**config.mk**
```make
export PLATFORM = sky130hd
export DESIGN_NAME = fetch_unit
export DESIGN_NICKNAME = d
export VERILOG_FILES = /design/src/rtl/fetch_unit.sv
export SDC_FILE = /design/constraint.sdc
export NUM_CORES = 1
export LEC_CHECK = 0
export ABC_CLOCK_PERIOD_IN_PS = 3600
export CORE_MARGIN = 10
export CORE_UTILIZATION = 57
export DETAILED_ROUTE_END_ITERATION = 8
export DONT_BUFFER_PORTS = 1
export GPL_ROUTABILITY_DRIVEN = 0
export PLACE_DENSITY_LB_ADDON = 0.2
export SLEW_MARGIN = 20
export SYNTH_ARGS = -nofsm -noshare
export SYNTH_HDL_FRONTEND = slang
export SYNTH_SLANG_ARGS = --single-unit
```
**constraint.sdc**
```tcl
create_clock -name clk -period 3.6 [get_ports clk]
set_input_delay 0.54 -clock clk [delete_from_list [all_inputs] [get_ports clk]]
set_output_delay 0.54 -clock clk [all_outputs]
set_load 0.05 [all_outputs]
```
**src/rtl/fetch_unit.sv**
```systemverilog
`default_nettype none
// +----------------------------------------------------------------------------+
// | fetch_unit: LEGv8 instruction-fetch front end. It owns the PC, keeps a      |
// | prefetch FIFO and redirects on taken branches. Rev 1.0                      |
// +----------------------------------------------------------------------------+
module fetch_unit #(
  parameter int unsigned        ADDR_W   = 64,
  parameter int unsigned        DEPTH    = 4,
  parameter logic [ADDR_W-1:0]  RESET_PC = '0
) (
  input  logic                      clk,
  input  logic                      reset,
  output logic                      imem_req,
  output logic [ADDR_W-1:0]         imem_addr,
  input  logic [31:0]               imem_rdata,
  output logic                      out_valid,
  output logic [31:0]               out_ins,
  output logic [ADDR_W-1:0]         out_pc,
  input  logic                      out_ready,
  input  logic                      redirect,
  input  logic [ADDR_W-1:0]         redirect_pc,
  output logic [$clog2(DEPTH):0]    fifo_count
);

  localparam int unsigned c_PTR_W = $clog2(DEPTH);
  localparam int unsigned c_CNT_W = c_PTR_W + 1;
  localparam int unsigned c_OCC_W = c_CNT_W + 1;
  localparam logic [c_OCC_W-1:0] c_DEPTH = c_OCC_W'(DEPTH);

  logic [ADDR_W-1:0]  r_pc;
  logic [ADDR_W-1:0]  r_pc_q;
  logic               r_inflight;
  logic               r_started;
  logic [c_CNT_W-1:0] r_count;
  logic [c_PTR_W-1:0] r_wr_ptr;
  logic [c_PTR_W-1:0] r_rd_ptr;
  logic [31:0]        r_out_ins;
  logic [ADDR_W-1:0]  r_out_pc;
  logic [31:0]        r_mem_ins [DEPTH];
  logic [ADDR_W-1:0]  r_mem_pc  [DEPTH];

  logic [c_OCC_W-1:0] w_occ;
  logic               w_issue;
  logic               w_push;
  logic               w_pop;
  logic [c_PTR_W-1:0] w_rd_next;
  logic [c_CNT_W-1:0] w_cnt_next;
  logic [31:0]        w_head_ins;
  logic [ADDR_W-1:0]  w_head_pc;
  logic               w_unused_pc_lsb;

  assign w_unused_pc_lsb = ^redirect_pc[1:0];

  always_comb begin
    w_occ      = c_OCC_W'(r_count) + c_OCC_W'(r_inflight);
    w_issue    = r_started & ~redirect & (w_occ < c_DEPTH);
    w_push     = r_inflight & ~redirect;
    w_pop      = (r_count != '0) & out_ready & ~redirect;
    w_rd_next  = r_rd_ptr + c_PTR_W'(w_pop);
    w_cnt_next = r_count + c_CNT_W'(w_push) - c_CNT_W'(w_pop);
    // The head after this edge is the entry being pushed when the FIFO drains to it.
    w_head_ins = r_mem_ins[w_rd_next];
    w_head_pc  = r_mem_pc[w_rd_next];
    if ((r_count == '0) || ((r_count == c_CNT_W'(1)) && w_pop)) begin
      w_head_ins = imem_rdata;
      w_head_pc  = r_pc_q;
    end
  end

  always_ff @(posedge clk or negedge reset) begin
    if (!reset) begin
      r_pc       <= RESET_PC;
      r_pc_q     <= '0;
      r_inflight <= 1'b0;
      r_started  <= 1'b0;
      r_count    <= '0;
      r_wr_ptr   <= '0;
      r_rd_ptr   <= '0;
      r_out_ins  <= '0;
      r_out_pc   <= '0;
    end else begin
      r_started <= 1'b1;
      if (redirect) begin
        r_pc       <= {redirect_pc[ADDR_W-1:2], 2'b00};
        r_inflight <= 1'b0;
        r_count    <= '0;
        r_wr_ptr   <= '0;
        r_rd_ptr   <= '0;
        r_out_ins  <= '0;
        r_out_pc   <= '0;
      end else begin
        r_inflight <= w_issue;
        if (w_issue) begin
          r_pc   <= r_pc + ADDR_W'(4);
          r_pc_q <= r_pc;
        end
        if (w_push) begin
          r_wr_ptr <= r_wr_ptr + c_PTR_W'(1);
        end
        r_rd_ptr <= w_rd_next;
        r_count  <= w_cnt_next;
        // Output registers hold the last head while the FIFO is empty.
        if (w_cnt_next != '0) begin
          r_out_ins <= w_head_ins;
          r_out_pc  <= w_head_pc;
        end
      end
    end
  end

  always_ff @(posedge clk) begin
    if (w_push) begin
      r_mem_ins[r_wr_ptr] <= imem_rdata;
      r_mem_pc[r_wr_ptr]  <= r_pc_q;
    end
  end

  assign imem_req   = w_issue;
  assign imem_addr  = r_pc;
  assign out_valid  = (r_count != '0);
  assign out_ins    = r_out_ins;
  assign out_pc     = r_out_pc;
  assign fifo_count = r_count;

endmodule
`default_nettype wire

```
==> results of run 1 <==
==> repair_timing <==
item                                   CTS  global route
setup endpoints to repair                0             1
setup buffers                            0             0
resized for setup                        0             1
endpoints found under the hold margin  362           228
==> cell type report <==
cell class / count / area [sq um]
timing repair buffer: 110 / 1080
sequential: 604 / 17000
fill: 3059 / 14900
clock inverter: 23 / 248
inverter: 12 / 45.0
antenna: 3 / 7.51
clock buffer: 88 / 1730
tap: 585 / 732
multi-input combinational: 930 / 7200
==> metal layers <==
layer / up-vias / share of wire, % / track usage [%]
met3: 116 / 9.2 / 6.22
met5: - / 0.016 / 0
met1: 7753 / 39 / 31.2
met2: 607 / 50 / 40.3
met4: 2 / 2.4 / 7.24
li1: 6456 / - / -
==> power groups by stage <==
stage          sequential (mW)  combinational (mW)  clock (mW)
5_1_grt                   11.2                5.18        6.60
4_1_cts                   11.1                4.77        6.32
3_3_place_gp              11.2                4.57           0
2_1_floorplan             11.0                3.22           0
6_report                  11.1                4.72        6.25
3_5_place_dp              11.3                4.69           0
==> state kept, by name, summed over array words and instances (netlist names), 3 cells and up <==
name,cells
out_pc,63
imem_addr,62
r_pc_q,62
r_mem_pc,248
out_ins,32
fifo_count,3
r_mem_ins,128
==> final timing paths <==
check	cells past startpoint	slack (ns)	to
worst min register to register	0	0.54	r_mem_pc[1][6]
worst max register to register	12	0.28	out_ins[13]
worst max-delay path	7	0.23	imem_req
worst min-delay path	0	-0.36	out_pc[15]
max in group asynchronous	0	3.40	r_wr_ptr[1]
min in group clk	1	0.02	out_pc[47]
==> cell usage after synthesis, drive strengths merged (4+ instances only) <==
cell and instances:
or3 15, xnor2 16, o21ai 38, nor3 10, clkbuf 90, or4 19
edfxtp 376, inv 11, nor2 139, ha 9, nor4 12, mux4 94
dfrtp 228, nand3 36, and2 11, mux2 67, and3 10, buf 18
nand4 26, nor2b 7, a311oi 93, a31oi 26, xor2 17, and4 4
o31ai 16, nand2 242
==> cell families after synthesis <==
| group | after synthesis | share of synthesized area [%] |
|---|---|---|
| DFF | 604 | 69.2 |
| xor gates and xnor gates | 33 | 1.18 |
| muxes | 163 | 11.8 |
| adders and majority gates | 10 | 0.540 |
| AOI/OAI and AO/OA | 186 | 5.68 |
| and+or+nand+nor | 535 | 9.73 |
| other | 2 | 0.0306 |
| buffers and inverters | 120 | 1.92 |
==> per-stage QoR <==
stage / cells / setup WS (ns) / cell area, sq um
6_report: 2355 / 0.232 / 28000
5_1_grt: 2354 / 0.0874 / 28000
4_1_cts: 2352 / 0.0561 / 28000
3_5_place_dp: 2202 / 0.169 / 25700
3_3_place_gp: 2202 / 0.250 / 25700
2_1_floorplan: 1654 / 0.0909 / 24600
==> critical path, delay by kind of cell, from the launching register on <==
family          cells  cell delay, ns
compound gates      2            0.53
simple gates        1            0.11
buf+inv             3            0.92
flops               1            0.38
fa+ha+maj           1            0.26
==> results.md, run 1 <==
Routing:
- The mean routed wirelength per cell is between 20 and 30 microns.
- In the routed layout, each cell is associated on average with a via count of around 6.3.
- The number of DRC markers after the initial detailed-route iteration is approximately 1,300.
- Summing over every cut layer, the via total after detailed routing is roughly 15,000.
- The detailed-route DRC error count is 0.
- The count of nets left with antenna violations once routing finished came out at 0.
- The first-pass detailed-route iteration total is 5.
- Wires add up to around 63,000 microns.

GRT:
- The maximum number of pins on one net before global-route repair is 229.
- The total congestion overflow is 0.
- Global routing consumed, over all layers together, 24.3% of the routing resources.
- The via count of the first global-routing pass is between 15,000 and 20,000.
- The first global-routing pass estimated between 90,000 and 100,000 microns of wire.
- The initial antenna violation count came to 6.

Power:
- The share of power burned in the clock network is 28.3%.
- The relative contribution of combinational cells to total power is between 20% and 30%.
- The internal power of the cells is between 10 and 15 mW.
- In this run, flip-flops and latches consume around half of the power.
- The peak supply drop is ~0.63 mV.
- The total power divided by cell area is 787 nW/um^2.
- The analysis attributes to cell leakage a power of ~10 nW.
- Net switching is ~36% of the power.
- The switching power is just under 8 mW.
- Summing internal, switching and leakage power gives between 20 and 25 mW.

Clocking:
- The H-tree generated during clock tree synthesis spans 2 levels.
- For this design, the CTS-stage hold fixing added 39 buffers.
- The clock insertion delay at the later pin of the skew report is between 0.6 and 0.7 ns.
- In this run, CTS created clock tree buffers numbering 60.
- The clock net in this run drives a total of approximately 600 sinks.
- TritonCTS built the clock tree.
- No sink is reached through more buffers than the 3 on the longest clock path.
- The clock-pin slew on the worst setup and hold paths is around 0.06 ns.
- The library cell used as clock root buffer is sky130_fd_sc_hd__clkbuf_16.

STA:
- The final hold slack is -0.358 ns.
- The worst slew slack as a fraction of its limit is roughly 28%.
- Static timing analysis puts the maximum clock frequency at roughly 0.30 GHz.
- Between clock sinks in the finished design, the worst skew comes to 0.0121 ns.
- The time the final worst path needs with I/O delays and setup is about 3.4 ns.
- At the pin with the least slew margin, the transition time is ~1.1 ns.
- The total negative slack is 0 ns.
- The number of endpoints with negative hold slack in the final report is 228.
- The share of the cycle needed by the critical path after routing is roughly 94%.
- Setup repair after global routing left no endpoint under its margin.
- Setup violations remaining at the end of the flow were counted as 0.
- The number of slew-limit violations in the final report is 0.

Floorplanning:
- The full die area is approximately 52,000 sq um.
- The floorplan step set the die width to 228 microns.
- Measured along the y axis, the die boundary spans 228 microns.
- The number of core rows is 76.
- During I/O placement, the number of pins put on the boundary was roughly 270.
- The effective utilization at floorplan is approximately 57%.
- The area of the core is around 43,000 sq um.

Synth:
- The average cell area after synthesis is around 15 sq um.
- After synthesis, the share of flip-flops with an asynchronous set or reset is between 30% and 40%.
- By area the synthesized netlist is led by sky130_fd_sc_hd__edfxtp_1, sky130_fd_sc_hd__dfrtp_1, sky130_fd_sc_hd__mux4_2.
- The fraction of the yosys area taken by sequential cells is ~69%.
- The synthesis-stage register bit count is 604.
- For this run, the leading register cell type out of synthesis is sky130_fd_sc_hd__edfxtp_1.
- The synthesized design contains ~380 enable-type register cells.
- The mapped netlist covers 24,600 sq um.
- The warning count from the yosys run is 0.
- In this run, distinct cell masters in the synthesized netlist total 50.
- The biggest area consumer among synthesized cells is sky130_fd_sc_hd__edfxtp_1.
- The portion of synthesized cell area occupied by the leading cell type is 45.9%.
- Counting every instance in the synthesized netlist gives 1,653.

Finish:
- The final core utilization is 65.4%.
- In the final design database the tool counted roughly 1,800 nets.
- Compared with the post-synthesis result, the final layout area differs by 14.1%.
- The share of final-layout standard cells stronger than drive strength 1 is 19.1%.
- The leading cell type in the layout, fill and taps excluded is sky130_fd_sc_hd__edfxtp_1.
- In the layout the commonest cells are sky130_fd_sc_hd__edfxtp_1, sky130_fd_sc_hd__nand2_1, sky130_fd_sc_hd__dfrtp_1, sky130_fd_sc_hd__nor2_1, sky130_fd_sc_hd__mux4_2.

Worst setup path:
- The launch point of the critical path is fifo_count[1].
- Of all nets on the critical path, the largest fanout is 31.
- The startpoint of the worst register-to-register path is fifo_count[1].
- STA classifies the critical path startpoint as a register.
- For this run, the slowest stage of the critical path takes 0.41 ns.
- Data on the critical path is required at its endpoint by 3.06 ns.
- The cell with the biggest individual delay on the critical path is sky130_fd_sc_hd__buf_6.
- Data arrives at the worst endpoint at 2.83 ns.
- The worst setup path is captured at a primary output.
- The kind of critical path is reg -> out.
- Traced cell by cell, the critical path runs through buf_4 -> ha_1 -> o211ai_1 -> a22oi_2 -> buf_4 -> nor2_4 -> buf_6.
- Counting stages on the worst path, the most repeated cell is sky130_fd_sc_hd__buf_4.

Outcome:
- The final reports fail on hold timing.
- The run finished, with violations left.

Worst hold path:
- The path type of the worst min-delay path is in -> async.

Placed design:
- Summed over all nets, the half-perimeter wirelength after detailed placement is about 38,000 microns.
- The count of buffers added on input and output ports is 0.

Run:
- Across the run, the number of max-cap violations was 0.
Power figures use the tool's default switching activity.
==> inputs of run 2 (changes only) <==
--- a/config.mk
+++ b/config.mk
@@ -8,6 +8,7 @@
 export ABC_CLOCK_PERIOD_IN_PS = 3600
 export CORE_MARGIN = 10
 export CORE_UTILIZATION = 57
+export CTS_CLUSTER_SIZE = 30
 export DETAILED_ROUTE_END_ITERATION = 8
 export DONT_BUFFER_PORTS = 1
 export GPL_ROUTABILITY_DRIVEN = 0
==> results of run 2 <==
No change in the layout: final DEF, timing and power equal those of run 1.
==> inputs of run 3 (changes only) <==
--- a/config.mk
+++ b/config.mk
@@ -6,7 +6,6 @@
 export NUM_CORES = 1
 export LEC_CHECK = 0
 export ABC_CLOCK_PERIOD_IN_PS = 3600
-export CORE_MARGIN = 10
 export CORE_UTILIZATION = 57
 export CTS_CLUSTER_SIZE = 30
 export DETAILED_ROUTE_END_ITERATION = 8
==> run 3 against run 2 <==
The run still ends with hold timing left. First-iteration DRC count is 5.6% lower. Final cell count is 3.4% lower. Maximum frequency is 3.9% higher. Hold slack worse by 0.0074 ns. Die area is 15% lower. Sequential share of layout area is 0.70 points higher. Global-route usage is 3.2 points higher. Critical path depth stayed put. Via count is 1.5% lower.
==> results.md, run 3 (synthesized netlist as in run 1, its figures left out) <==
STA:
- The number of slew-limit violations in the final report is 0 (unchanged).
- The count of final setup violators is 0 (unchanged).
- The total negative slack was 0 ns (unchanged).
- The final worst-path setup slack is 0.359 ns (+0.127 ns).
- The worst slew slack as a fraction of its limit was 40.3% (+13 points).
- The maximum achievable frequency came to 0.309 GHz (+3.9%).
- The share of the cycle needed by the critical path after routing is 90.0% (-3.5 points).
- The actual slew at the worst max-slew pin is 0.895 ns (-0.191 ns).
- The worst clock skew on the final layout was 0.0141 ns (+0.00201 ns).
- The final hold slack was -0.365 ns (-0.00736 ns).
- The number of endpoints with negative hold slack in the final report is 228 (unchanged).
- Setup repair after global routing left no endpoint under its margin.
- The time the final worst path needs with I/O delays and setup is 3.24 ns (-0.127 ns).

Clocking:
- The H-tree level count is 2 (unchanged).
- The clock-pin slew on the worst setup and hold paths was 0.06 ns (about the same).
- The number of CTS-inserted buffers is 59 (-1.7%).
- The quantity of hold-fixing buffers added after cts is 2 (-95%).
- The maximum count of clock buffers along a single path is 3 (unchanged).
- The clock insertion delay at the later pin of the skew report came to 0.60 ns (about the same).
- The total setup buffers inserted after CTS is 0 (unchanged).
- The TritonCTS sink count was 604 (unchanged).
- The library cell used as clock root buffer is sky130_fd_sc_hd__clkbuf_16.
- TritonCTS built the clock tree.

Placed design:
- The post-placement setup slack was 0.401 ns (+0.232 ns).
- The count of port buffers added during placement is 0 (unchanged).
- The cell total after placement is 2,163 (-1.8%).
- The placed cell area is 25,700 sq um (about the same).
- The final HPWL from detailed placement is 35,600 microns (-5.2%).

Worst setup path:
- The largest fanout on the critical path is 47 (+52%).
- The number of cells on the worst reg-to-reg path is 7 (-5).
- The cell with the biggest individual delay on the critical path is sky130_fd_sc_hd__dfrtp_1.
- Counting stages on the worst path, the most repeated cell is sky130_fd_sc_hd__buf_4.
- STA classifies the critical path startpoint as a register.
- The sum of buffers and inverters on the critical path was 3 (unchanged).
- The worst setup path is of the reg -> out kind.
- The worst endpoint data arrival time is 2.70 ns (-0.13 ns).
- The required time at the endpoint of the critical path came to 3.06 ns (about the same).
- The family with the most delay on the worst path is buffers and inverters.
- The critical path depth is 7 (unchanged).
- The largest stage delay on the critical path was 0.37 ns (-0.04 ns).
- STA classifies the critical path endpoint as a primary output.
- Traced cell by cell, the critical path runs through buf_4 -> ha_1 -> o211ai_1 -> a22oi_2 -> buf_4 -> nor2_4 -> buf_12.

Power:
- The proportion of power drawn by flip-flops and latches was 50.1% (-0.2 points).
- The internal power of the cells is 14.3 mW (+1.2%).
- The relative contribution of combinational cells to total power came to 20.9% (-0.5 points).
- The net switching fraction of the power came to 35.2% (-0.52 points).
- The switching power is 7.80 mW (-1.1%).
- The total power divided by cell area is 799 nW/um^2 (+1.5%).
- The static leakage power is 9.89 nW (-0.74%).
- The share of power burned in the clock network is 29.0% (+0.7 points).
- The post-route total power came to 22.1 mW (+0.35%).
- The peak supply drop is 0.442 mV (-30%).

Routing:
- The number of routed nets with antenna violations is 0 (unchanged).
- The detailed-route DRC error count is 0 (unchanged).
- The mean routed wirelength per cell is 26.0 microns (-2.2%).
- The number of DRC markers after the initial detailed-route iteration is 1,268 (-5.6%).
- The number of vias in the routed layout is 14,700 (-1.5%).
- The first-pass detailed-route iteration total is 5 (unchanged).
- The post-detailed-route via-to-cell ratio was 6.46 (+1.9%).
- The total detailed-routing wirelength came to 59,200 microns (-5.5%).

Floorplanning:
- The die boundary height is 210 microns (-7.9%).
- The effective utilization at floorplan was 58.2% (+0.89 points).
- The top-level port count is 265 (unchanged).
- The area of the core is 42,200 sq um (-1.5%).
- The number of core rows came to 75 (-1.3%).
- The horizontal extent of the die was 210 microns (-7.9%).
- The full die area is 43,900 sq um (-15%).

GRT:
- The total routing usage reported by global routing is 27.5% (+3.2 points).
- The initial antenna violation count is 3 (-3).
- The first-pass GRT wire length is 90,200 microns (-4.6%).
- The total congestion overflow is 0 (unchanged).
- The maximum number of pins on one net before global-route repair was 229 (unchanged).
- The via count of the first global-routing pass is 14,700 (-2.9%).

Finish:
- The share of final-layout standard cells stronger than drive strength 1 is 20.0% (+0.92 points).
- The area taken by flip-flops and latches is 17,000 sq um (unchanged).
- The flip-flop count of the largest register after layout was 248 (unchanged).
- The final design area excluding fillers is 27,700 sq um (-1.1%).
- The number of standard cells in the final layout excluding fillers came to 2,276 (-3.4%).
- The multi-input gate area in the final layout is 7200 sq um (unchanged).
- The post-synthesis to final-layout area growth is 12.8%.
- The leading cell type in the layout, fill and taps excluded is sky130_fd_sc_hd__edfxtp_1.
- The final layout net count is 1,797 (-1.7%).
- The number of fillers in the final layout was 2,962 (-3.2%).
- Leaving out fill and tap cells, the most frequent cells in the layout are sky130_fd_sc_hd__edfxtp_1, sky130_fd_sc_hd__nand2_1, sky130_fd_sc_hd__dfrtp_1, sky130_fd_sc_hd__nor2_1, sky130_fd_sc_hd__mux4_2.
- Ranked by flip-flop count, first place goes to r_mem_pc.

Run:
- The number of max-capacitance violations reported is 0 (unchanged).

Worst hold path:
- The path type of the worst min-delay path is in -> async.

Outcome:
- The checks that failed: hold timing.
- The flow ran to the end, but the final reports show violations.
run 3: cell types whose count changed in the layout (fill, tap and decap cells not counted):
cell                            delta
sky130_fd_sc_hd__dlygate4sd3_1    -38
sky130_fd_sc_hd__buf_12            +1
sky130_fd_sc_hd__buf_4             +8
sky130_fd_sc_hd__clkinvlp_4        -1
sky130_fd_sc_hd__bufinv_16         +4
sky130_fd_sc_hd__clkinv_2          +4
sky130_fd_sc_hd__clkbuf_8          -5
sky130_fd_sc_hd__diode_2           -2
sky130_fd_sc_hd__buf_6             -1
sky130_fd_sc_hd__clkbuf_1          -3
run 3: final timing paths:
check / from / end / slack (ns)
max: fifo_count[1] / imem_req / 0.36
min: reset / out_ins[16] / -0.37
max reg2reg: fifo_count[1] / imem_addr[53] / 0.44
min reg2reg: r_pc_q[14] / r_mem_pc[0][14] / 0.54
max in group asynchronous: reset / r_pc_q[33] / 3.64
min in group clk: imem_rdata[2] / r_mem_ins[2][2] / 0.03
run 3: final cells by class:
type / instances / share of cell area, %
Multi-Input combinational cell: 930 / 26.0
Clock inverter: 30 / 1.37
Clock buffer: 80 / 5.95
Tap cell: 539 / 2.43
Inverter: 12 / 0.163
Timing Repair Buffer: 80 / 2.76
Antenna cell: 1 / 0.00903
Sequential cell: 604 / 61.3
run 3: metrics by stage:
stage / hold WS, ns / utilization [%]
final: -0.365 / 65.6
after global routing: -0.392 / 65.6
after CTS: -0.393 / 65.6
after detailed placement: 0.250 / 60.7
after global placement: 0.249 / 60.7
after floorplan: 0.244 / -
run 3: power groups by stage:
stage | Combinational (mW) | Clock, mW | Sequential (mW)
4_1_cts | 4.70 | 6.51 | 11.1
3_3_place_gp | 4.55 | 0 | 11.2
3_5_place_dp | 4.66 | 0 | 11.2
6_report | 4.64 | 6.41 | 11.1
2_1_floorplan | 3.22 | 0 | 11.0
5_1_grt | 5.10 | 6.74 | 11.2
run 3: timing repair:
action | CTS | global route
resized for setup | 0 | 0
hold endpoints to repair | 264 | 228
endpoints found under the setup margin | 0 | 0
run 3: layer usage:
layer | GRT usage, % | wire, microns | vias up
met2 | 43.6 | 28400 | 597
met4 | 8.31 | 1590 | 0
met3 | 6.60 | 5280 | 104
li1 | - | - | 6374
met5 | 0 | 0 | -
met1 | 38.2 | 24000 | 7632
run 3: worst reg2reg max path, delay by kind of cell (launching register included):
kind	cells	cell delay (ns)
AND/OR/NAND/NOR	2	1.13
AO/OA/AOI/OAI	3	1.08
flip-flops	1	0.37
adder cells (fa/ha/maj)	1	0.26
buffers and inverters	1	0.23
